===== config.mk =====
export PLATFORM = sky130hd
export DESIGN_NAME = keypad_answer_capture_flat
export DESIGN_NICKNAME = d
export VERILOG_FILES = /design/src/rtl/keypad_answer_capture_pkg.sv /design/src/rtl/keypad_answer_capture_if.sv /design/src/rtl/keypad_answer_capture_keypad_scan.sv /design/src/rtl/keypad_answer_capture.sv /design/src/flat_wrapper.sv
export SDC_FILE = /design/constraint.sdc
export NUM_CORES = 1
export LEC_CHECK = 0
export CELL_PAD_IN_SITES_DETAIL_PLACEMENT = 0
export CELL_PAD_IN_SITES_GLOBAL_PLACEMENT = 1
export CORE_ASPECT_RATIO = 1.1
export CORE_MARGIN = 1.5
export CORE_UTILIZATION = 25
export DETAILED_ROUTE_END_ITERATION = 16
export PLACE_DENSITY = 0.49
export SLEW_MARGIN = 20
export SYNTH_ARGS = -nofsm -noshare
export SYNTH_HDL_FRONTEND = slang
export SYNTH_SLANG_ARGS = --single-unit

===== constraint.sdc =====
create_clock -name clk -period 7 [get_ports clk]
set_input_delay 2.1 -clock clk [delete_from_list [all_inputs] [get_ports clk]]
set_output_delay 2.1 -clock clk [all_outputs]
set_load 0.005 [all_outputs]

===== src/rtl/keypad_answer_capture_pkg.sv =====
// Shared key codes, entry FSM states and the row-drive reset pattern for keypad_answer_capture.
package keypad_answer_capture_pkg;

    localparam logic [3:0] KEY_STAR = 4'd10;
    localparam logic [3:0] KEY_HASH = 4'd11;
    localparam logic [3:0] KEY_NONE = 4'd15;
    localparam logic [3:0] ROW_RST  = 4'b1110;

    typedef enum logic [1:0] {IDLE, ENTRY, DONE} state_e;

    // Rows 0..2 hold 1-9, row 3 holds '*', '0' and '#'.
    function automatic logic [3:0] key_at(input logic [1:0] row, input logic [1:0] col);
        logic [3:0] code;
        if (row == 2'd3) begin
            unique case (col)
                2'd0:    code = KEY_STAR;
                2'd1:    code = 4'd0;
                default: code = KEY_HASH;
            endcase
        end else begin
            code = {2'b00, row} * 4'd3 + {2'b00, col} + 4'd1;
        end
        return code;
    endfunction

endpackage


===== src/rtl/keypad_answer_capture_if.sv =====
// Answer channel between the keypad capture block (master) and the game controller (slave).
interface keypad_answer_capture_if #(
    parameter int unsigned RESP_W = 4
);
    logic              arm;
    logic [RESP_W-1:0] response;
    logic              input_done;
    logic              overflow;
    logic              key_valid;
    logic [3:0]        key_code;

    modport master (
        input  arm,
        output response, input_done, overflow, key_valid, key_code
    );

    modport slave (
        output arm,
        input  response, input_done, overflow, key_valid, key_code
    );
endinterface


===== src/rtl/keypad_answer_capture_keypad_scan.sv =====
// Row scanner, column synchroniser, per-scan key resolution and press/release debouncer.
module keypad_scan
    import keypad_answer_capture_pkg::*;
#(
    parameter int unsigned SCAN_DIV  = 50000,
    parameter int unsigned DEB_SCANS = 4
) (
    input  logic       clk,
    input  logic       rst,
    input  logic [2:0] col_n_i,
    output logic [3:0] row_n_o,
    output logic       key_valid_o,
    output logic [3:0] key_code_o,
    output logic       scan_tick_o
);

    localparam int unsigned SW = (SCAN_DIV > 1) ? $clog2(SCAN_DIV) : 1;
    localparam int unsigned CW = $clog2(DEB_SCANS + 1);

    logic [SW-1:0] slot_q, slot_d;
    logic [3:0]    row_q, row_d;
    logic [1:0]    ridx_q, ridx_d;
    logic [2:0]    col_s1_q, col_s2_q;
    logic [1:0]    hits_q, hits_d;
    logic [3:0]    hit_code_q, hit_code_d;
    logic          pressed_q, pressed_d;
    logic [CW-1:0] cnt_q, cnt_d;
    logic [3:0]    cand_q, cand_d;
    logic          kv_q, kv_d;
    logic [3:0]    kc_q, kc_d;

    logic          slot_end;
    logic [2:0]    col_act;
    logic [1:0]    row_keys;
    logic [2:0]    hit_sum;
    logic [1:0]    new_hits;
    logic [3:0]    new_code;
    logic [3:0]    scan_code;
    logic [1:0]    col_idx;
    logic [CW-1:0] cnt_nx;

    always_ff @(posedge clk or posedge rst) begin
        if (rst) begin
            slot_q     <= '0;
            row_q      <= ROW_RST;
            ridx_q     <= '0;
            col_s1_q   <= '1;
            col_s2_q   <= '1;
            hits_q     <= '0;
            hit_code_q <= KEY_NONE;
            pressed_q  <= 1'b0;
            cnt_q      <= '0;
            cand_q     <= KEY_NONE;
            kv_q       <= 1'b0;
            kc_q       <= '0;
        end else begin
            slot_q     <= slot_d;
            row_q      <= row_d;
            ridx_q     <= ridx_d;
            col_s1_q   <= col_n_i;
            col_s2_q   <= col_s1_q;
            hits_q     <= hits_d;
            hit_code_q <= hit_code_d;
            pressed_q  <= pressed_d;
            cnt_q      <= cnt_d;
            cand_q     <= cand_d;
            kv_q       <= kv_d;
            kc_q       <= kc_d;
        end
    end

    always_comb begin
        slot_d     = slot_q;
        row_d      = row_q;
        ridx_d     = ridx_q;
        hits_d     = hits_q;
        hit_code_d = hit_code_q;
        pressed_d  = pressed_q;
        cnt_d      = cnt_q;
        cand_d     = cand_q;
        kv_d       = 1'b0;
        kc_d       = kc_q;
        cnt_nx     = '0;
        scan_code  = KEY_NONE;

        slot_end = (slot_q == SW'(SCAN_DIV - 1));
        col_act  = ~col_s2_q;
        row_keys = {1'b0, col_act[0]} + {1'b0, col_act[1]} + {1'b0, col_act[2]};
        col_idx  = col_act[0] ? 2'd0 : (col_act[1] ? 2'd1 : 2'd2);
        hit_sum  = {1'b0, hits_q} + {1'b0, row_keys};
        new_hits = (hit_sum >= 3'd2) ? 2'd2 : hit_sum[1:0];
        new_code = (row_keys == 2'd1) ? key_at(ridx_q, col_idx) : hit_code_q;

        if (!slot_end) begin
            slot_d = slot_q + SW'(1);
        end else begin
            slot_d = '0;
            row_d  = {row_q[2:0], row_q[3]};
            ridx_d = ridx_q + 2'd1;
            if (ridx_q != 2'd3) begin
                hits_d     = new_hits;
                hit_code_d = new_code;
            end else begin
                // Last row just sampled: resolve this scan and feed it to the debouncer.
                hits_d     = '0;
                hit_code_d = KEY_NONE;
                scan_code  = (new_hits == 2'd1) ? new_code : KEY_NONE;
                if (!pressed_q) begin
                    if (scan_code == KEY_NONE) begin
                        cnt_d  = '0;
                        cand_d = KEY_NONE;
                    end else begin
                        cnt_nx = (scan_code == cand_q) ? cnt_q + CW'(1) : CW'(1);
                        cand_d = scan_code;
                        if (cnt_nx >= CW'(DEB_SCANS)) begin
                            kv_d      = 1'b1;
                            kc_d      = scan_code;
                            pressed_d = 1'b1;
                            cnt_d     = '0;
                        end else begin
                            cnt_d = cnt_nx;
                        end
                    end
                end else begin
                    if (scan_code == KEY_NONE) begin
                        cnt_nx = cnt_q + CW'(1);
                        if (cnt_nx >= CW'(DEB_SCANS)) begin
                            pressed_d = 1'b0;
                            cnt_d     = '0;
                            cand_d    = KEY_NONE;
                        end else begin
                            cnt_d = cnt_nx;
                        end
                    end else begin
                        cnt_d = '0;
                    end
                end
            end
        end
    end

    assign row_n_o     = row_q;
    assign key_valid_o = kv_q;
    assign key_code_o  = kc_q;
    assign scan_tick_o = slot_end && (ridx_q == 2'd3);

endmodule


===== src/rtl/keypad_answer_capture.sv =====
// Keypad answer capture: digit accumulation and commit on '#'.
// Optional DIRECT_BTN_EN adds discrete active-low digit buttons btn_n[9:0].
module keypad_answer_capture
    import keypad_answer_capture_pkg::*;
#(
    parameter int unsigned SCAN_DIV   = 50000,
    parameter int unsigned DEB_SCANS  = 4,
    parameter int unsigned RESP_W     = 4,
    parameter int unsigned MAX_DIGITS = 2
) (
    input  logic       clk,
    input  logic       rst,
    input  logic [2:0] col_n,
    output logic [3:0] row_n,
`ifdef DIRECT_BTN_EN
    input  logic [9:0] btn_n,
`endif
    keypad_answer_capture_if.master ans
);

    localparam int unsigned DW       = $clog2(MAX_DIGITS + 1);
    localparam int unsigned CW       = $clog2(DEB_SCANS + 1);
    localparam int unsigned RESP_MAX = (1 << RESP_W) - 1;

    logic       scan_kv;
    logic [3:0] scan_code;
    logic       scan_tick;
    logic       evt_kv;
    logic [3:0] evt_code;

    keypad_scan #(
        .SCAN_DIV (SCAN_DIV),
        .DEB_SCANS(DEB_SCANS)
    ) u_scan (
        .clk        (clk),
        .rst        (rst),
        .col_n_i    (col_n),
        .row_n_o    (row_n),
        .key_valid_o(scan_kv),
        .key_code_o (scan_code),
        .scan_tick_o(scan_tick)
    );

`ifdef DIRECT_BTN_EN
    logic [9:0]    btn_s1_q, btn_s2_q;
    logic [9:0]    btn_fired_q;
    logic [CW-1:0] btn_cnt_q [10];
    logic [9:0]    btn_ready;
    logic          btn_any;
    logic [3:0]    btn_sel;
    logic          btn_kv_q;
    logic [3:0]    btn_code_q;
    logic [3:0]    last_code_q;

    always_comb begin
        btn_any = 1'b0;
        btn_sel = '0;
        for (int unsigned i = 0; i < 10; i++) begin
            btn_ready[i] = scan_tick && !btn_s2_q[i] && !btn_fired_q[i]
                           && (btn_cnt_q[i] + CW'(1) >= CW'(DEB_SCANS));
        end
        for (int unsigned i = 10; i > 0; i--) begin
            if (btn_ready[i-1]) begin
                btn_any = 1'b1;
                btn_sel = 4'(i - 1);
            end
        end
    end

    always_ff @(posedge clk or posedge rst) begin
        if (rst) begin
            btn_s1_q    <= '1;
            btn_s2_q    <= '1;
            btn_fired_q <= '0;
            for (int unsigned i = 0; i < 10; i++) btn_cnt_q[i] <= '0;
            btn_kv_q    <= 1'b0;
            btn_code_q  <= '0;
            last_code_q <= '0;
        end else begin
            btn_s1_q   <= btn_n;
            btn_s2_q   <= btn_s1_q;
            btn_kv_q   <= btn_any;
            btn_code_q <= btn_sel;
            if (evt_kv) last_code_q <= evt_code;
            if (scan_tick) begin
                for (int unsigned i = 0; i < 10; i++) begin
                    if (btn_s2_q[i]) begin
                        btn_cnt_q[i]   <= '0;
                        btn_fired_q[i] <= 1'b0;
                    end else begin
                        if (btn_cnt_q[i] < CW'(DEB_SCANS)) btn_cnt_q[i] <= btn_cnt_q[i] + CW'(1);
                        if (btn_ready[i]) btn_fired_q[i] <= 1'b1;
                    end
                end
            end
        end
    end

    // Keypad and button events land on the same cycle after a scan; the keypad takes it.
    assign evt_kv       = scan_kv | btn_kv_q;
    assign evt_code     = scan_kv ? scan_code : btn_code_q;
    assign ans.key_code = evt_kv ? evt_code : last_code_q;
`else
    logic unused_scan_tick;
    assign unused_scan_tick = scan_tick;
    assign evt_kv       = scan_kv;
    assign evt_code     = scan_code;
    assign ans.key_code = scan_code;
`endif

    assign ans.key_valid = evt_kv;

    state_e            state_q, state_d;
    logic              arm_q;
    logic [6:0]        acc_q, acc_d;
    logic [DW-1:0]     cnt_q, cnt_d;
    logic [RESP_W-1:0] resp_q, resp_d;
    logic              ovf_q, ovf_d;
    logic              done_q, done_d;

    always_ff @(posedge clk or posedge rst) begin
        if (rst) begin
            state_q <= IDLE;
            arm_q   <= 1'b0;
            acc_q   <= '0;
            cnt_q   <= '0;
            resp_q  <= '0;
            ovf_q   <= 1'b0;
            done_q  <= 1'b0;
        end else begin
            state_q <= state_d;
            arm_q   <= ans.arm;
            acc_q   <= acc_d;
            cnt_q   <= cnt_d;
            resp_q  <= resp_d;
            ovf_q   <= ovf_d;
            done_q  <= done_d;
        end
    end

    always_comb begin
        state_d = state_q;
        acc_d   = acc_q;
        cnt_d   = cnt_q;
        resp_d  = resp_q;
        ovf_d   = ovf_q;
        done_d  = done_q;

        unique case (state_q)
            IDLE: begin
                acc_d = '0;
                cnt_d = '0;
                if (ans.arm && !arm_q) begin
                    resp_d  = '0;
                    ovf_d   = 1'b0;
                    state_d = ENTRY;
                end
            end
            ENTRY: begin
                if (evt_kv) begin
                    if (evt_code < 4'd10) begin
                        if (cnt_q < DW'(MAX_DIGITS)) begin
                            acc_d = acc_q * 7'd10 + {3'b000, evt_code};
                            cnt_d = cnt_q + DW'(1);
                        end
                    end else if (evt_code == KEY_STAR) begin
                        acc_d = '0;
                        cnt_d = '0;
                    end else if (evt_code == KEY_HASH && cnt_q != '0) begin
                        if (32'(acc_q) > RESP_MAX) begin
                            resp_d = '1;
                            ovf_d  = 1'b1;
                        end else begin
                            resp_d = RESP_W'(acc_q);
                            ovf_d  = 1'b0;
                        end
                        done_d  = 1'b1;
                        state_d = DONE;
                    end
                end
            end
            DONE: ;
            default: state_d = IDLE;
        endcase

        // Closing the window overrides any same-cycle commit; response keeps its old value.
        if (!ans.arm) begin
            state_d = IDLE;
            done_d  = 1'b0;
            acc_d   = '0;
            cnt_d   = '0;
            resp_d  = resp_q;
            ovf_d   = ovf_q;
        end
    end

    assign ans.response   = resp_q;
    assign ans.overflow   = ovf_q;
    assign ans.input_done = done_q;

endmodule

===== src/flat_wrapper.sv =====
// flat-port wrapper written by rule: the top's interface ports become plain ports
module keypad_answer_capture_flat import keypad_answer_capture_pkg::*;
#(
    parameter int unsigned SCAN_DIV   = 50000,
    parameter int unsigned DEB_SCANS  = 4,
    parameter int unsigned RESP_W     = 4,
    parameter int unsigned MAX_DIGITS = 2
)
  (clk, rst, col_n, row_n, ans_arm, ans_response, ans_input_done, ans_overflow, ans_key_valid, ans_key_code);
  keypad_answer_capture_if #(.RESP_W(RESP_W)) ans_i ();
  input  logic clk;
  input  logic rst;
  input  logic [2:0] col_n;
  output logic [3:0] row_n;
  input wire logic [$bits(ans_i.arm)-1:0] ans_arm;
  output wire logic [$bits(ans_i.response)-1:0] ans_response;
  output wire logic [$bits(ans_i.input_done)-1:0] ans_input_done;
  output wire logic [$bits(ans_i.overflow)-1:0] ans_overflow;
  output wire logic [$bits(ans_i.key_valid)-1:0] ans_key_valid;
  output wire logic [$bits(ans_i.key_code)-1:0] ans_key_code;
  assign ans_i.arm = ans_arm;
  assign ans_response = ans_i.response;
  assign ans_input_done = ans_i.input_done;
  assign ans_overflow = ans_i.overflow;
  assign ans_key_valid = ans_i.key_valid;
  assign ans_key_code = ans_i.key_code;
  keypad_answer_capture #(.SCAN_DIV(SCAN_DIV), .DEB_SCANS(DEB_SCANS), .RESP_W(RESP_W), .MAX_DIGITS(MAX_DIGITS)) u_core (.clk(clk), .rst(rst), .col_n(col_n), .row_n(row_n), .ans(ans_i));
endmodule

# Yosys cells after proc, flatten, opt, wreduce, memory -nomap -nowiden
# Index checks and enable logic that the tools add are counted.
# W data, S select, Z words.
[op_classes] magnitude_cmp=6 n_eq_ne=33 n_reduce_logical=14 add_sub_neg=10 muxes=67 multipliers=2 bitwise=4
[ops] cell="$mux W4" n=14
[ops] cell="$mux W7" n=5
[ops] cell="$mux W2" n=15
[ops] cell="$mux W1" n=20
[ops] cell="$mux W3" n=6
[ops] cell="$add A16 B1 Y16 const B" n=1
[ops] cell="$eq A16 B16 Y1 const B" n=1
[ops] cell="$mux W16" n=1
[ops] cell="$pmux W4 S2" n=2
[ops] cell="$ne A2 B1 Y1 const B" n=7
[ops] cell="$ne A2 B2 Y1 const B" n=7
[ops] cell="$pmux W7 S2" n=1
[ops] cell="$eq A4 B4 Y1 const B" n=3
[ops] cell="$reduce_and A5 Y1" n=2
[ops] cell="$ne A3 B3 Y1 const B" n=3
[ops] cell="$eq A2 B1 Y1 const B" n=4
[ops] cell="$reduce_and A4 Y1" n=2
[ops] cell="$add A7 B4 Y7" n=1
[ops] cell="$gt A7 B4 Y1 const B" n=1
[ops] cell="$mul A7 B3 Y6 const B" n=1
[ops] cell="$reduce_and A7 Y1" n=1
[ops] cell="$ge A3 B3 Y1 const B" n=2
[ops] cell="$ne A3 B2 Y1 const B" n=2
[ops] cell="$pmux W2 S3" n=1
[ops] cell="26 further kinds" n=33
[totals] output_inout_bits=15 inputBits=6 register_bits=65

# Depth between registers and ports, before layout
# Gate-level depths: netlist of run 1.
[depth] ltp_word=16 depth_mapped=11

# Hierarchy
# From an unflattened synthesis of run 1, not the netlist that was laid out.
[hier_totals] cells_unflattened=329 area_unflattened_um2=3642.2
[modules_own_cells] mod="keypad_scan" area_each_um2=2580.0 cells_each=236 instances=1 seq_area_each_um2=1197.4
[modules_own_cells] mod="keypad_answer_capture" area_each_um2=1062.3 cells_each=93 instances=1 seq_area_each_um2=450.4

# Worst setup path before layout of run 1
# OpenSTA, ideal clock, no wires.
[synth_timing] kind="register to register" from="reg u_core.u_scan.col_s2_q[0]" to="reg u_core.u_scan.cand_q[0]" path_slack_ns=3.518 required_ns=6.939 setup_ns=0.061 stages_incl_launch_ff=10 synth_period_minus_slack_ns=3.482 arrival_time_ns=3.421 path_cell_list="dfstp_2 -> nand2_1 -> fa_1 -> fa_1 -> nor4b_1 -> a221oi_1 -> or4_1 -> a21bo_2 -> o31ai_1 -> o22a_1"
[synth_via] elab_chain_len=11
[synth_rtl] element="from (decl)" line="keypad_answer_capture_keypad_scan.sv:23" text="logic [2:0] col_s1_q, col_s2_q;"
[synth_rtl] element="from (signal assigned)" line="keypad_answer_capture_keypad_scan.sv:61" text="col_s2_q <= col_s1_q;"
[synth_rtl] element="$not A3 Y3 (*)" line="keypad_answer_capture_keypad_scan.sv:87" text="col_act = ~col_s2_q;"
[synth_rtl] element="$add A1 B1 Y2" line="keypad_answer_capture_keypad_scan.sv:88" text="row_keys = {1'b0, col_act[0]} + {1'b0, col_act[1]} + {1'b0, col_act[2]};"
[synth_rtl] element="$add A2 B1 Y2" line="keypad_answer_capture_keypad_scan.sv:88"
[synth_rtl] element="$add A2 B2 Y3" line="keypad_answer_capture_keypad_scan.sv:90" text="hit_sum = {1'b0, hits_q} + {1'b0, row_keys};"
[synth_rtl] element="$ge A3 B2 Y1" line="keypad_answer_capture_keypad_scan.sv:91" text="new_hits = (hit_sum >= 3'd2) ? 2'd2 : hit_sum[1:0];"
[synth_rtl] element="$mux W2" line="keypad_answer_capture_keypad_scan.sv:91"
[synth_rtl] element="$eq A2 B1 Y1" line="keypad_answer_capture_keypad_scan.sv:107" text="scan_code = (new_hits == 2'd1) ? new_code : KEY_NONE;"
[synth_rtl] element="$mux W4 (*)" line="keypad_answer_capture_keypad_scan.sv:107"
[synth_rtl] element="$eq A4 B4 Y1" line="keypad_answer_capture_keypad_scan.sv:109, keypad_answer_capture_keypad_scan.sv:125"
[synth_rtl] element="$ne A2 B1 Y1 (no source line) or $mux W4 (tied branches)"
[synth_rtl] element="$reduce_and A4 Y1 (no source line) or $mux W4 (tied branches)"
[synth_rtl] element="to (signal assigned)" line="keypad_answer_capture_keypad_scan.sv:66" text="cand_q <= cand_d;"
[synth_rtl] element="to (decl)" line="keypad_answer_capture_keypad_scan.sv:28" text="logic [3:0] cand_q, cand_d;"
# Mark *: on every way between the ends. The rest lies on a longest branch, timed or not.
# A chain may end at the register's enable or synchronous reset.

# Final worst setup path of run 1
[layout_timing] from="reg u_core.u_scan.col_s2_q[0]" to="reg u_core.u_scan.cand_q[3]"
# Same word-level chain as after synthesis.

==> results of run 1 <==
sequential cells by signal (all words and copies together), names as in the netlist, 3 cells and up:
name / flops
u_core.u_scan.slot_q: 16
u_core.acc_q: 7
u_core.ans.response: 4
u_core.u_scan.cand_q: 4
u_core.u_scan.hit_code_q: 4
u_core.u_scan.key_code_o: 4
u_core.u_scan.row_n_o: 4
u_core.u_scan.cnt_q: 3
u_core.u_scan.col_s1_q: 3
u_core.u_scan.col_s2_q: 3
kinds of logic (layout without fill, tap and decap cells):
| group | Yosys count | in the layout | synth area share |
|---|---|---|---|
| simple gates | 115 | 115 | 0.187 |
| flops | 65 | 65 | 0.476 |
| compound gates | 64 | 64 | 0.128 |
| buf+inv | 37 | 69 | 0.0401 |
| xor+xnor | 24 | 24 | 0.0607 |
| fa+ha+maj | 21 | 21 | 0.0888 |
| mux | 6 | 6 | 0.0195 |
power breakdown:
group	internal, mW	switching [mW]
Clock	0.258	0.162
Sequential	0.380	0.00150
Combinational	0.0152	0.0311
path summary, 6_finish.rpt:
kind / start / to / slack, ns
setup / recovery: u_core.u_scan.col_s2_q[0]$_DFF_PP1_ / u_core.u_scan.cand_q[3]$_DFFE_PP1P_ / 3.21
hold / removal: u_core.u_scan.col_s1_q[0]$_DFF_PP1_ / u_core.u_scan.col_s2_q[0]$_DFF_PP1_ / 0.35
setup reg to reg: u_core.u_scan.col_s2_q[0]$_DFF_PP1_ / u_core.u_scan.cand_q[3]$_DFFE_PP1P_ / 3.21
hold reg to reg: u_core.u_scan.col_s1_q[0]$_DFF_PP1_ / u_core.u_scan.col_s2_q[0]$_DFF_PP1_ / 0.35
max in group asynchronous: rst / u_core.u_scan.slot_q[6]$_DFF_PP0_ / 4.11
min in group asynchronous: rst / u_core.ans.input_done$_DFFE_PP0P_ / 2.33
final cells by class:
cell class	count	area, um^2
clock inverter	3	17.5
timing repair buffer	22	215
clock buffer	13	260
inverter	31	116
tap	184	230
sequential	65	1650
multi-input combinational	230	1680
fill	1404	9210
placed cells by master (no fill, tap or decap), drive strengths merged, types with 5 or more instances in the layout:
cell	instances
a21oi	9
fa	6
nand3	14
nor2b	7
nor4	5
dfrtp	48
o31ai	5
xnor2	16
nor3	7
nand2	30
ha	15
clkbuf	13
inv	31
xor2	8
mux2	6
nor2	17
dfstp	17
a22o	8
o21ai	15
and3	6
clkdlybuf4s50	20
per-stage QoR:
step	setup WS, ns	power [mW]	utilization	area (um^2)
after floorplan	3.30	0.421	-	3460
after global placement	3.19	0.436	0.291	3890
after detailed placement	3.12	0.435	0.291	3890
after CTS	3.18	0.865	0.311	4170
after global routing	2.96	0.886	0.311	4170
final	3.21	0.848	0.311	4170
metal layers:
layer,vias to the layer above,global-route usage,wire (um)
met4,0,0.0414,110
li1,1216,-,-
met1,1195,0.142,3450
met3,8,0.0296,234
met5,-,0,0
met2,33,0.185,3480
worst reg2reg max path, stage by stage (launching register included):
cell and delay [ns]:
dfstp_2 0.54, nand2_1 0.08, fa_1 0.52, fa_1 0.49
nor4b_1 0.39, a221oi_1 0.19, or4_1 0.56, a21bo_2 0.27
o31ai_1 0.46, o22a_1 0.23
==> results.md, run 1 <==
* Status: completed
* Syn Nets at 359
* FP Rows at 44
* WP depth at 9
* Critical-path top delay cell: or4_1
* Clock-pin slew on the worst setup and hold paths at 0.05 ns
* Top FF cell, synth: dfrtp_1
* Post-synth EDFFs at 0
* DP HPWL at 5190 um
* Final hold vios at 0
* Register-to-Register Path Depth at 9
* Number of DRC markers in iteration 0 at 108
* IO Port Bufs at 20
* Via density per instance at 4.47
* Yosys cell types at 52
* Detailed-route DRC error count at 0
* Clock latency on the worst-skew pair at 0.33 ns
* Least-Margin Pin Slew at 0.928 ns
* Worst path cell trace: nand2_1 > fa_1 > fa_1 > nor4b_1 > a221oi_1 > or4_1 > a21bo_2 > o31ai_1 > o22a_1
* Final #Nets at 386
* CP Data Arrival Time at 4.06 ns
* DIE WIDTH at 115 um
* Fin crit share at 0.542
* Peak VDD IR at 0.000116 V
* Chip height at 126 um
* Area added between synthesis and finish at 20.2%
* CP Max Fanout at 6
* Antenna violations before repair at 0
* TritonCTS Buffers at 9
* WL per Instance at 13.3 um
* Crit start category: flip-flop
* Commonest cells in the netlist: dfrtp_1 (48), inv_1 (31), nand2_1 (29)
* Dominant cell type by area after synthesis: dfrtp_1
* Cell mode on critical path: fa_1
* Cell family with most CP delay: compound AO/OA/AOI/OAI gates
* Top post-synthesis cells by area: dfrtp_1 (35%), dfstp_2 (13%), ha_1 (5.4%)
* Final Non-Filler Cells at 548
* CP max stage delay at 0.56 ns
* Vias in the first global route at 2538
* # H-tree levels at 3
* Fin Clk Skew at 0.00707 ns
* Class of the worst hold path: flip-flop to flip-flop
* Clock Path Buffers at 2
* Setup bufs post-CTS at 0
* Hold path depth at 0
* Async S/R FF share, synth at 1.00
* Most common cell in the netlist: dfrtp_1
* Core Area at 13400 um^2
* Top Ports at 21
* Largest net degree at the start of global routing at 66
* Slew headroom at 0.380
* Setup violators final at 0
* Power density cells at 204 nW/um^2
* Bufs and invs on worst path at 0
* Final wirelength at 7280 um
* Die footprint at 14600 um^2
* Setup TNS at 0 ns
* Fmax at 0.264 GHz
* Mean Syn Cell Area at 10.4 um^2
* Register bit total from synthesis at 65
* Placed cells at 532
* First-pass GRT wire length at 12800 um
* DRT Pass-1 Iters at 4
* Crit end category: flip-flop
* Synth top area share at 0.347
* Post-layout minimum cycle time at 3.79 ns
* Starting Density at 0.259
* Post-Syn Area at 3460 um^2
* Pleak at 1.77 nW
* Final ANT Viol Nets at 0
* Grt total ovfl at 0
* Antenna diodes at 0
* Critical path class: flip-flop to flip-flop
* RSZ-0062 raised after global routing: no
* Max-Cap Viols at 0
* Seq/Total Area, Yosys at 0.476
* Routed via count at 2452
* Post-CTS Hold Buffers at 0
* Syn Inst Count at 332
* CTS tree: yes
* Post_cts resized at 0
* GPL Wtd Cong at 0.761
* Worst hold margin at 0.355 ns
* Clk sinks at 65
* Fraction of layout cells with a size suffix above 1 at 0.121
* Root Driver: clkbuf_16
* Syn. warnings at 0
* Worst Path Required at 7.27 ns
* Overall Global Routing Usage at 0.112
* Slew Viols, Final at 0
(Power assumes the default switching activity.)
==> run 2: changes to the inputs <==
--- a/config.mk
+++ b/config.mk
@@ -11,7 +11,7 @@
 export CORE_MARGIN = 1.5
 export CORE_UTILIZATION = 25
 export DETAILED_ROUTE_END_ITERATION = 16
-export PLACE_DENSITY = 0.49
+export PLACE_DENSITY = 0.5
 export SLEW_MARGIN = 20
 export SYNTH_ARGS = -nofsm -noshare
 export SYNTH_HDL_FRONTEND = slang
==> constraint.sdc (replaced) <==
create_clock -name clk -period 3.3 [get_ports clk]
set_input_delay 0.99 -clock clk [delete_from_list [all_inputs] [get_ports clk]]
set_output_delay 0.99 -clock clk [all_outputs]
set_load 0.005 [all_outputs]
==> run 2 against run 1 <==
  * The run now ends with negative setup slack left
  * Clock skew about the same
  * Design area increased by 8.9%
  * Global-route usage increased by 0.61 points
  * Final cell count up 5.7%
  * Core utilization grew 2.8 points
  * Critical path depth unchanged
  * Hold slack barely moved
  * Total power increased by 120%
  * Non-clock buffer count increased by 31
  * Clock power is 120% higher
  * Critical endpoint is now u_core.u_scan.cnt_q[0]$_DFFE_PP0P_
  * Highest routed layer unchanged
==> results.md, run 2 (same netlist as run 1, synthesis figures left out) <==
* Power density cells at 414 nW/um^2 (was 204 nW/um^2)
* DRT Pass-1 Iters at 4 (unchanged)
* Slew Viols, Final at 0 (unchanged)
* Top Ports at 21 (unchanged)
* Post-CTS Hold Buffers at 0 (unchanged)
* Detailed-route DRC error count at 0 (unchanged)
* Switching power at 0.450 mW (was 0.195 mW)
* RSZ-0062 raised after global routing: yes (was no)
* Met3 GRT Util at 0.0320 (was 0.0296)
* Combinational power share at 0.082 (was 0.055)
* Routed via count at 2559 (was 2452)
* Worst hold margin at 0.354 ns (was 0.355 ns)
* Grt total ovfl at 0 (unchanged)
* Most frequent cells in the layout: dfrtp_1 (48), buf_4 (32), nand2_1 (29) (was dfrtp_1 (48), inv_1 (30), nand2_1 (29))
* Antenna violations before repair at 0 (unchanged)
* Final Non-Filler Cells at 579 (was 548)
* HP Start: u_core.u_scan.col_s1_q[1]$_DFF_PP1_ (was u_core.u_scan.col_s1_q[0]$_DFF_PP1_)
* WL per Instance at 12.9 um (was 13.3 um)
* Fin crit share at 1.03 (was 0.542)
* Worst Path Required at 3.54 ns (was 7.27 ns)
* Overall Global Routing Usage at 0.119 (was 0.112)
* Post-Place Setup Slack at -0.140 ns (was 3.12 ns)
* Post-route setup slack at -0.107 ns (was 3.21 ns)
* Final #Nets at 417 (was 386)
* Clk sinks at 65 (unchanged)
* Total Power at 1.88 mW (was 0.848 mW)
* Critical path class: flip-flop to flip-flop (unchanged)
* Fin Clk Skew at 0.00747 ns (was 0.00707 ns)
* Die footprint at 14600 um^2 (unchanged)
* Cell mode on critical path: fa_1 (unchanged)
* Most Used Layer, Global Route: met2 (unchanged)
* DIE WIDTH at 115 um (unchanged)
* Chip height at 126 um (unchanged)
* IO Port Bufs at 20 (unchanged)
* Starting Density at 0.259 (unchanged)
* Net Sw Frac at 0.239 (was 0.230)
* GPL Wtd Cong at 0.742 (was 0.761)
* Peak VDD IR at 0.000305 V (was 0.000116 V)
* Power share of the sequential group at 0.431 (was 0.450)
* Post-layout minimum cycle time at 3.41 ns (was 3.79 ns)
* Least-Margin Pin Slew at 0.660 ns (was 0.928 ns)
* Largest net degree at the start of global routing at 44 (was 66)
* Register name with the most flops: u_core.u_scan.slot_q (unchanged)
* Fraction of layout cells with a size suffix above 1 at 0.235 (was 0.121)
* First-pass GRT wire length at 13300 um (was 12800 um)
* Violated checks: negative setup slack
* Core Area at 13400 um^2 (unchanged)
* Clock latency on the worst-skew pair at 0.34 ns (was 0.33 ns)
* Max-Cap Viols at 0 (unchanged)
* Pleak at 1.94 nW (was 1.77 nW)
* FP Rows at 44 (unchanged)
* CP Data Arrival Time at 3.65 ns (was 4.06 ns)
* CTS tree: yes (unchanged)
* Int Pwr at 1.43 mW (was 0.653 mW)
* DP HPWL at 5400 um (was 5190 um)
* Placed cells at 557 (was 532)
* Worst path cell trace: nand2_1 > fa_1 > fa_1 > nor4b_4 > a221oi_4 > or4_4 > a21bo_4 > mux2_2 > o31ai_1 (was nand2_1 > fa_1 > fa_1 > nor4b_1 > a221oi_1 > or4_1 > a21bo_2 > o31ai_1 > o22a_1)
* Met1 usage in global routing at 0.149 (was 0.142)
* Via density per instance at 4.42 (was 4.47)
* Clock-pin slew on the worst setup and hold paths at 0.05 ns (about the same)
* TritonCTS Buffers at 9 (unchanged)
* Largest regs: u_core.u_scan.slot_q: 16 flops, u_core.acc_q: 7 flops (unchanged)
* Critical R2R Capture: u_core.u_scan.cnt_q[0]$_DFFE_PP0P_ (was u_core.u_scan.cand_q[3]$_DFFE_PP1P_)
* Number of DRC markers in iteration 0 at 117 (was 108)
* Final wirelength at 7490 um (was 7280 um)
* Final ANT Viol Nets at 0 (unchanged)
* Class of the worst hold path: flip-flop to flip-flop (unchanged)
* Hold endpoint: u_core.u_scan.col_s2_q[1]$_DFF_PP1_ (was u_core.u_scan.col_s2_q[0]$_DFF_PP1_)
* Crit start category: flip-flop (unchanged)
* Register-to-Register Path Depth at 9 (unchanged)
* Final instance area at 4540 um^2 (was 4170 um^2)
* Setup violators final at 9 (was 0)
* Reg2reg setup slack at -0.11 ns (was 3.21 ns)
* Reg-to-Reg Start: u_core.u_scan.col_s2_q[0]$_DFF_PP1_ (unchanged)
* Slew headroom at 0.559 (was 0.380)
* Critical-path top delay cell: or4_4 (was or4_1)
* Root Driver: clkbuf_16 (unchanged)
* # H-tree levels at 3 (unchanged)
* Hold path depth at 0 (unchanged)
* Status: finished, violations left (was completed)
* Vias in the first global route at 2679 (was 2538)
* CP max stage delay at 0.56 ns (about the same)
* Antenna diodes at 0 (unchanged)
* Met2 global-route usage at 0.185 (about the same)
* Max reg flops at 16 (unchanged)
* Area added between synthesis and finish at 30.9% (was 20.2%)
* Fmax at 0.294 GHz (was 0.264 GHz)
* Crit end category: flip-flop (unchanged)
* Most common cell after layout, fill and taps aside: dfrtp_1 (unchanged)
* Final hold vios at 0 (unchanged)
* Crit. Startpoint: u_core.u_scan.col_s2_q[0]$_DFF_PP1_ (unchanged)
* Area post-placement at 4120 um^2 (was 3890 um^2)
* Clock Path Buffers at 2 (unchanged)
* Layout fillers at 1362 (was 1404)
* Clk pwr share at 0.487 (was 0.495)
* CP Max Fanout at 5 (was 6)
[run 2: power by group through the flow]
stage	Clock, mW	Combinational [mW]	Sequential (mW)
floorplan	0	0.0743	0.822
global placement	0	0.135	0.823
detailed placement	0	0.135	0.823
CTS	0.955	0.148	0.809
global route	0.980	0.172	0.810
finish	0.916	0.154	0.810
[run 2: worst max-delay path: cells and delay by family, from the launching register on]
family / cells / cell delay, ns
AOI/OAI and AO/OA: 3 / 0.52
adders and majority gates: 2 / 1.04
DFF: 1 / 0.54
muxes: 1 / 0.27
and+or+nand+nor: 3 / 0.96
[run 2: worst max-delay path by stage]
stage	end	slack, ns	depth (start not counted)
3_5_place_dp	u_core.u_scan.cand_q[1]$_DFFE_PP1P_	-0.14	9
3_3_place_gp	u_core.u_scan.cand_q[1]$_DFFE_PP1P_	-0.1	9
4_1_cts	u_core.u_scan.key_code_o[0]$_DFFE_PP0P_	-0.06	9
2_1_floorplan	u_core.u_scan.key_code_o[3]$_DFFE_PP0P_	-0.004	11
6_report	u_core.u_scan.cnt_q[0]$_DFFE_PP0P_	-0.11	9
5_1_grt	u_core.u_scan.cnt_q[0]$_DFFE_PP0P_	-0.23	9
[run 2: area by class of cell]
class / count / area (um^2) / area share
Timing Repair Buffer: 53 / 460 / 0.101
Multi-Input combinational cell: 230 / 1790 / 0.394
Tap cell: 184 / 230 / 0.0507
Sequential cell: 65 / 1650 / 0.363
Clock inverter: 5 / 40.0 / 0.00883
Clock buffer: 11 / 253 / 0.0557
Inverter: 31 / 116 / 0.0256
[run 2: layer usage]
layer / share of wire / wire (um)
met3: 0.028 / 212
met5: 0 / 0
met4: 0.026 / 191
met2: 0.47 / 3510
met1: 0.48 / 3570
[run 2: timing repair]
item | 4_1_cts | 5_1_grt
pin swaps | 3 | 2
cloned | 0 | 0
setup buffers | 4 | 2
endpoints found under the setup margin | 11 | 11
resized for setup | 9 | 6
[run 2: stage by stage]
step	TNS, ns	util
2_1_floorplan	-0.0157	-
3_3_place_gp	-0.804	0.308
3_5_place_dp	-1.10	0.308
4_1_cts	-0.276	0.335
5_1_grt	-2.05	0.339
6_report	-0.423	0.339
==> patch 1: new RTL, flow settings as in run 2 <==
`MAX_DIGITS` is set to 2 in 2 places; all go to 1.
--- a/src/rtl/keypad_answer_capture.sv
+++ b/src/rtl/keypad_answer_capture.sv
@@ -7,5 +7,5 @@
     parameter int unsigned DEB_SCANS  = 4,
     parameter int unsigned RESP_W     = 4,
-    parameter int unsigned MAX_DIGITS = 2
+    parameter int unsigned MAX_DIGITS = 1
 ) (
     input  logic       clk,
--- a/src/flat_wrapper.sv
+++ b/src/flat_wrapper.sv
@@ -5,5 +5,5 @@
     parameter int unsigned DEB_SCANS  = 4,
     parameter int unsigned RESP_W     = 4,
-    parameter int unsigned MAX_DIGITS = 2
+    parameter int unsigned MAX_DIGITS = 1
 )
   (clk, rst, col_n, row_n, ans_arm, ans_response, ans_input_done, ans_overflow, ans_key_valid, ans_key_code);
Check against the original RTL: no difference found for any inputs over 10 cycles, from zero or initial values and one cycle with rst high; that may be too few to reach the edited logic, so the function may still have changed.
==> patch 1 against run 2 <==
The run ends with DRC, setup timing left; power about the same; synthesized area down 4.8%; combinational power up 8%; die area down 4.6%; non-clock buffer count down 9; wire length down 3.1%; final area down 7.2%; setup slack worse by 0.0025 ns; sequential power up 0.7%; sequential cell count down 1; sequential share of layout area up 2.2 points; largest cell class unchanged.
==> patch 1: results (changes against run 2) <==
metric	value	unit	change
Synthesized Nets	343		-4.5%
Synth Warn #	0		unchanged
First-pass DRT Iterations	10		+6
vias in the first global route	2486		-7.2%
P per Cell Area	446	nW/um^2	+7.7%
Total GRT Usage	11.4	%	-0.44 points
Worst Path Max Fanout	4		-1
htree depth	3		unchanged
Slew HR	63.8	%	+7.9 points
peak supply drop	0.190	mV	-38%
Clock Skew	0.00666	ns	-0.000806 ns
worst slack, placed	-0.123	ns	+0.0171 ns
# port buffers	20		unchanged
Most used DFF post-synth	dfrtp_1		
wire per inst	13.8	um	+6.4%
synth cell count leaders	dfrtp_1 (47), nand2_1 (39), nor2_1 (24), inv_1 (21), dfstp_2 (17)		
initial antenna violation count	0		unchanged
total CTS buffers	9		unchanged
sequential share of the synthesized area	49.2	%	+1.6 points
first-pass GRT wire length	12300	um	-7.6%
RR Endpoint	u_core.u_scan.key_code_o[3]$_DFFE_PP0P_		
number of nets in the layout	391		-6.2%
Hold Path Stages	0		unchanged
CP delay by family, top	adder cells		
hold worst-path end	u_core.u_scan.col_s2_q[0]$_DFF_PP1_		
Seq pwr share	43.4	%	+0.3 points
layout cells sized above 1	22.2	%	-1.4 points
initial drt markers	67		-43%
Setup WS post-layout	-0.110	ns	-0.00251 ns
HP Class	reg2reg		
clock tree buffer depth	2		unchanged
via count	2402		-6.1%
clock latency on the worst-skew pair	0.33	ns	
largest cells by area after synthesis	dfrtp_1 (36%), dfstp_2 (14%), ha_1 (5.3%)		
# diodes	0		unchanged
Register-to-Register Path Depth	10		+1
Post-DP HPWL	5160	um	-4.6%
CP max-delay cell	dfstp_2		
Synth Area in Adders	8.95	%	+0.065 points
async set-or-reset flop fraction in the synthesized netlist	100	%	unchanged
DRC violations left	2		+2
Yosys cell types	48		-7.7%
Final setup viols	6		-3
Hold Crit Start	u_core.u_scan.col_s1_q[0]$_DFF_PP1_		
largest net degree at the start of global routing	26		-41%
CP arrival	3.62	ns	-0.03 ns
Switching Fraction	22.8	%	-1.1 points
Leak	1.86	nW	-4.3%
Largest regs	u_core.u_scan.slot_q (16), u_core.acc_q (7)		
Synth Area in XOR/XNOR	6.90	%	+0.83 points
Synth Area in Compound Gates	12.1	%	-0.72 points
Final GP Congestion	0.753		+1.6%
part of the power in the clock network	47.8	%	-0.9 points
status	finished, violations left		
reg2reg start	u_core.u_scan.col_s2_q[0]$_DFF_PP1_		
failing checks	DRC, setup timing		
post-synthesis mux area share	1.37	%	-0.58 points
CP max stage delay	0.56	ns	about the same
Clock transition at path regs	0.05	ns	about the same
[patch 1: cell count changes in the layout (fill, tap and decap cells not counted), moves of 4 or more]
cell,before,now
nand2_1,29,37
nor3_1,7,3
o32a_1,0,4
o21ai_0,15,9
buf_4,32,24
nor2_1,17,24
inv_1,28,17
o211ai_1,4,0
xor2_1,8,13
[patch 1: layout make-up]
type | instances | area [um^2]
inverters | 21 | 78.8
multi-input cells | 225 | 1650
repair buffers | 44 | 380
clock buffers | 13 | 270
well taps | 157 | 196
flip-flops and latches | 64 | 1620
fillers | 1310 | 8540
clock inverters | 3 | 15.0
[patch 1: worst reg2reg max path, delay by kind of cell (launching register included)]
kind,cells,cell delay (ns)
buffers and inverters,1,0.15
muxes,1,0.34
AOI/OAI and AO/OA,3,0.65
and+or+nand+nor,3,0.60
adders and majority gates,2,0.98
DFF,1,0.56
[patch 1: through the flow]
stage,cell area (um^2),instances,hold slack (ns),TNS [ns]
CTS,4140,524,0.355,-0.386
global placement,3820,506,0.346,-0.269
global route,4210,527,0.358,-1.97
finish,4210,527,0.354,-0.532
detailed placement,3820,506,0.347,-0.545
floorplan,3310,317,0.345,-0.403
[patch 1: what timing repair did]
action / 4_1_cts / 5_1_grt
hold buffers: 0 / 0
gates cloned: 0 / 0
resized for setup: 8 / 10
setup buffers: 2 / 3
endpoints found under the setup margin: 9 / 12
pin swaps: 3 / 1
endpoints found under the hold margin: 0 / 0
[patch 1: worst max path at each step]
stage,depth (start not counted),endpoint,startpoint,slack [ns]
finish,10,u_core.u_scan.key_code_o[3]$_DFFE_PP0P_,u_core.u_scan.col_s2_q[0]$_DFF_PP1_,-0.11
global route,12,u_core.u_scan.cnt_q[1]$_DFFE_PP0P_,u_core.u_scan.col_s2_q[1]$_DFF_PP1_,-0.24
CTS,11,u_core.u_scan.key_code_o[3]$_DFFE_PP0P_,u_core.u_scan.col_s2_q[0]$_DFF_PP1_,-0.10
detailed placement,12,u_core.u_scan.key_code_o[3]$_DFFE_PP0P_,u_core.u_scan.col_s2_q[0]$_DFF_PP1_,-0.12
global placement,10,u_core.u_scan.key_code_o[3]$_DFFE_PP0P_,u_core.u_scan.col_s2_q[0]$_DFF_PP1_,-0.06
floorplan,11,u_core.u_scan.key_code_o[2]$_DFFE_PP0P_,u_core.u_scan.col_s2_q[0]$_DFF_PP1_,-0.10
[patch 1: kinds of logic after synthesis]
logic type / count (synthesis)
AOI/OAI and AO/OA: 55
xor gates and xnor gates: 26
adders and majority gates: 20
buffers and inverters: 28
DFF: 64
muxes: 4
and+or+nand+nor: 120
[patch 1: per-layer routing]
metal	track usage (%)	vias to the layer above	wire (um)	share of wire [%]
met3	2.16	10	192	2.6
met4	5.46	0	133	1.8
li1	-	1193	-	-
met1	14.1	1172	3400	47
met5	0	-	0	0
met2	19.4	27	3530	49
==> patch 2: new RTL, flow settings as in run 2 <==
Made on the original files. Encoding of `state_e`: now one-hot (3 bits for 3 states).
--- a/src/rtl/keypad_answer_capture_pkg.sv
+++ b/src/rtl/keypad_answer_capture_pkg.sv
@@ -7,5 +7,5 @@
     localparam logic [3:0] ROW_RST  = 4'b1110;
 
-    typedef enum logic [1:0] {IDLE, ENTRY, DONE} state_e;
+    typedef enum logic [2:0] {IDLE = 3'b001, ENTRY = 3'b010, DONE = 3'b100} state_e;
 
     // Rows 0..2 hold 1-9, row 3 holds '*', '0' and '#'.
Check against the original RTL: same outputs for any inputs over 10 cycles, from zero or initial values and one cycle with rst high; not proved beyond that.
==> patch 2 against run 2 <==
The flow still finishes with violations (setup timing); wire length rose by 4.8%; non-clock buffer count shrank 4; fmax fell by 0.52%; count of clock-buffer cells in the layout unchanged; synthesized area increased by 3.6%; setup slack lost 0.018 ns; sequential share of layout area is 0.14 points lower; clock power increased by 14%; global-route usage barely moved; sequential cell count is 1 higher; highest routed layer unchanged; final area rose by 2.0%; critical endpoint is now u_core.u_scan.cnt_q[1]$_DFFE_PP0P_; power rose by 7.5%.
==> patch 2: results (changes against run 2) <==
metric	value	unit	change
failing checks	setup timing		
sequential share of the synthesized area	46.6	%	-0.93 points
met3 routed WL	267	um	+26%
Yosys cell types	62		+19%
CP arrival	3.70	ns	+0.05 ns
Slew HR	51.7	%	-4.2 points
First-pass DRT Iterations	4		unchanged
via count	2640		+3.2%
Internal	1.57	mW	+10%
Synth Area in Compound Gates	14.0	%	+1.2 points
HP Class	reg2reg		
P_comb	0.161	mW	+5%
Leak	1.97	nW	+1.5%
Final GP Congestion	0.772		+4.2%
worst slack, placed	-0.205	ns	-0.0642 ns
peak supply drop	0.282	mV	-7.5%
met2 wire len	3860	um	+9.9%
part of the power in the clock network	51.2	%	+2.5 points
Synthesized Nets	376		+4.7%
clk root buf	clkbuf_16		
Total GRT Usage	11.9	%	+0.015 points
first-pass GRT wire length	13600	um	+2.0%
status	finished, violations left		
Top Layer Used	met4		
post-synthesis mux area share	3.00	%	+1.0 points
Worst Path Max Fanout	4		-1
layout cells sized above 1	22.2	%	-1.3 points
Placed Instances	574		+3.1%
largest net degree at the start of global routing	39		-11%
wire per inst	13.1	um	+1.6%
Clock Skew	0.00696	ns	-0.000510 ns
Final setup viols	7		-2
Synth Area in Adders	8.57	%	-0.31 points
placed cell areas	4190	um^2	+1.8%
Total Power	2.02	mW	+7.5%
synth cell count leaders	dfrtp_1 (48), nand2_1 (33), inv_1 (28), nor2_1 (28), o21ai_0 (21)		
vias in the first global route	2710		+1.2%
Setup WS post-layout	-0.125	ns	-0.0179 ns
fin cells	597		+3.1%
Synth Area in XOR/XNOR	6.34	%	+0.28 points
## patch 2: worst max-delay path, cell delays in order (launching register included)
cell	delay [ns]
dfstp_2	0.52
inv_2	0.04
fa_2	0.64
ha_4	0.15
inv_2	0.03
fa_1	0.48
and3_4	0.18
and2_4	0.15
o32a_1	0.39
buf_4	0.15
buf_6	0.12
a2111o_1	0.39
a21oi_2	0.12
## patch 2: what timing repair did
item,in CTS,in global routing
endpoints found under the setup margin,7,8
buffers inserted,4,3
cloned,0,0
resized for setup,5,7
pin swaps,1,3
## patch 2: per-layer routing
layer	up-vias	global-route usage, %
met2	38	19.4
li1	1333	-
met4	0	5.10
met3	11	3.53
met1	1258	14.4
met5	-	0
## patch 2: final cells by class
type	instances	area [um^2]
clock buffers	11	243
repair buffers	49	425
inverters	28	105
multi-input cells	250	1870
well taps	188	235
clock inverters	5	77.6
fillers	1466	9280
flip-flops and latches	66	1670
## patch 2: worst paths after layout
check,from,to,slack (ns),cells past startpoint
max,u_core.u_scan.col_s2_q[2]$_DFF_PP1_,u_core.u_scan.cnt_q[1]$_DFFE_PP0P_,-0.12,12
min,u_core.u_scan.col_s1_q[0]$_DFF_PP1_,u_core.u_scan.col_s2_q[0]$_DFF_PP1_,0.35,0
max reg2reg,u_core.u_scan.col_s2_q[2]$_DFF_PP1_,u_core.u_scan.cnt_q[1]$_DFFE_PP0P_,-0.12,12
min reg2reg,u_core.u_scan.col_s1_q[0]$_DFF_PP1_,u_core.u_scan.col_s2_q[0]$_DFF_PP1_,0.35,0
max in group asynchronous,rst,u_core.u_scan.row_n_o[2]$_DFFE_PP1N_,1.82,3
min in group asynchronous,rst,u_core.state_q[2]$_DFFE_PP0P_,1.05,3
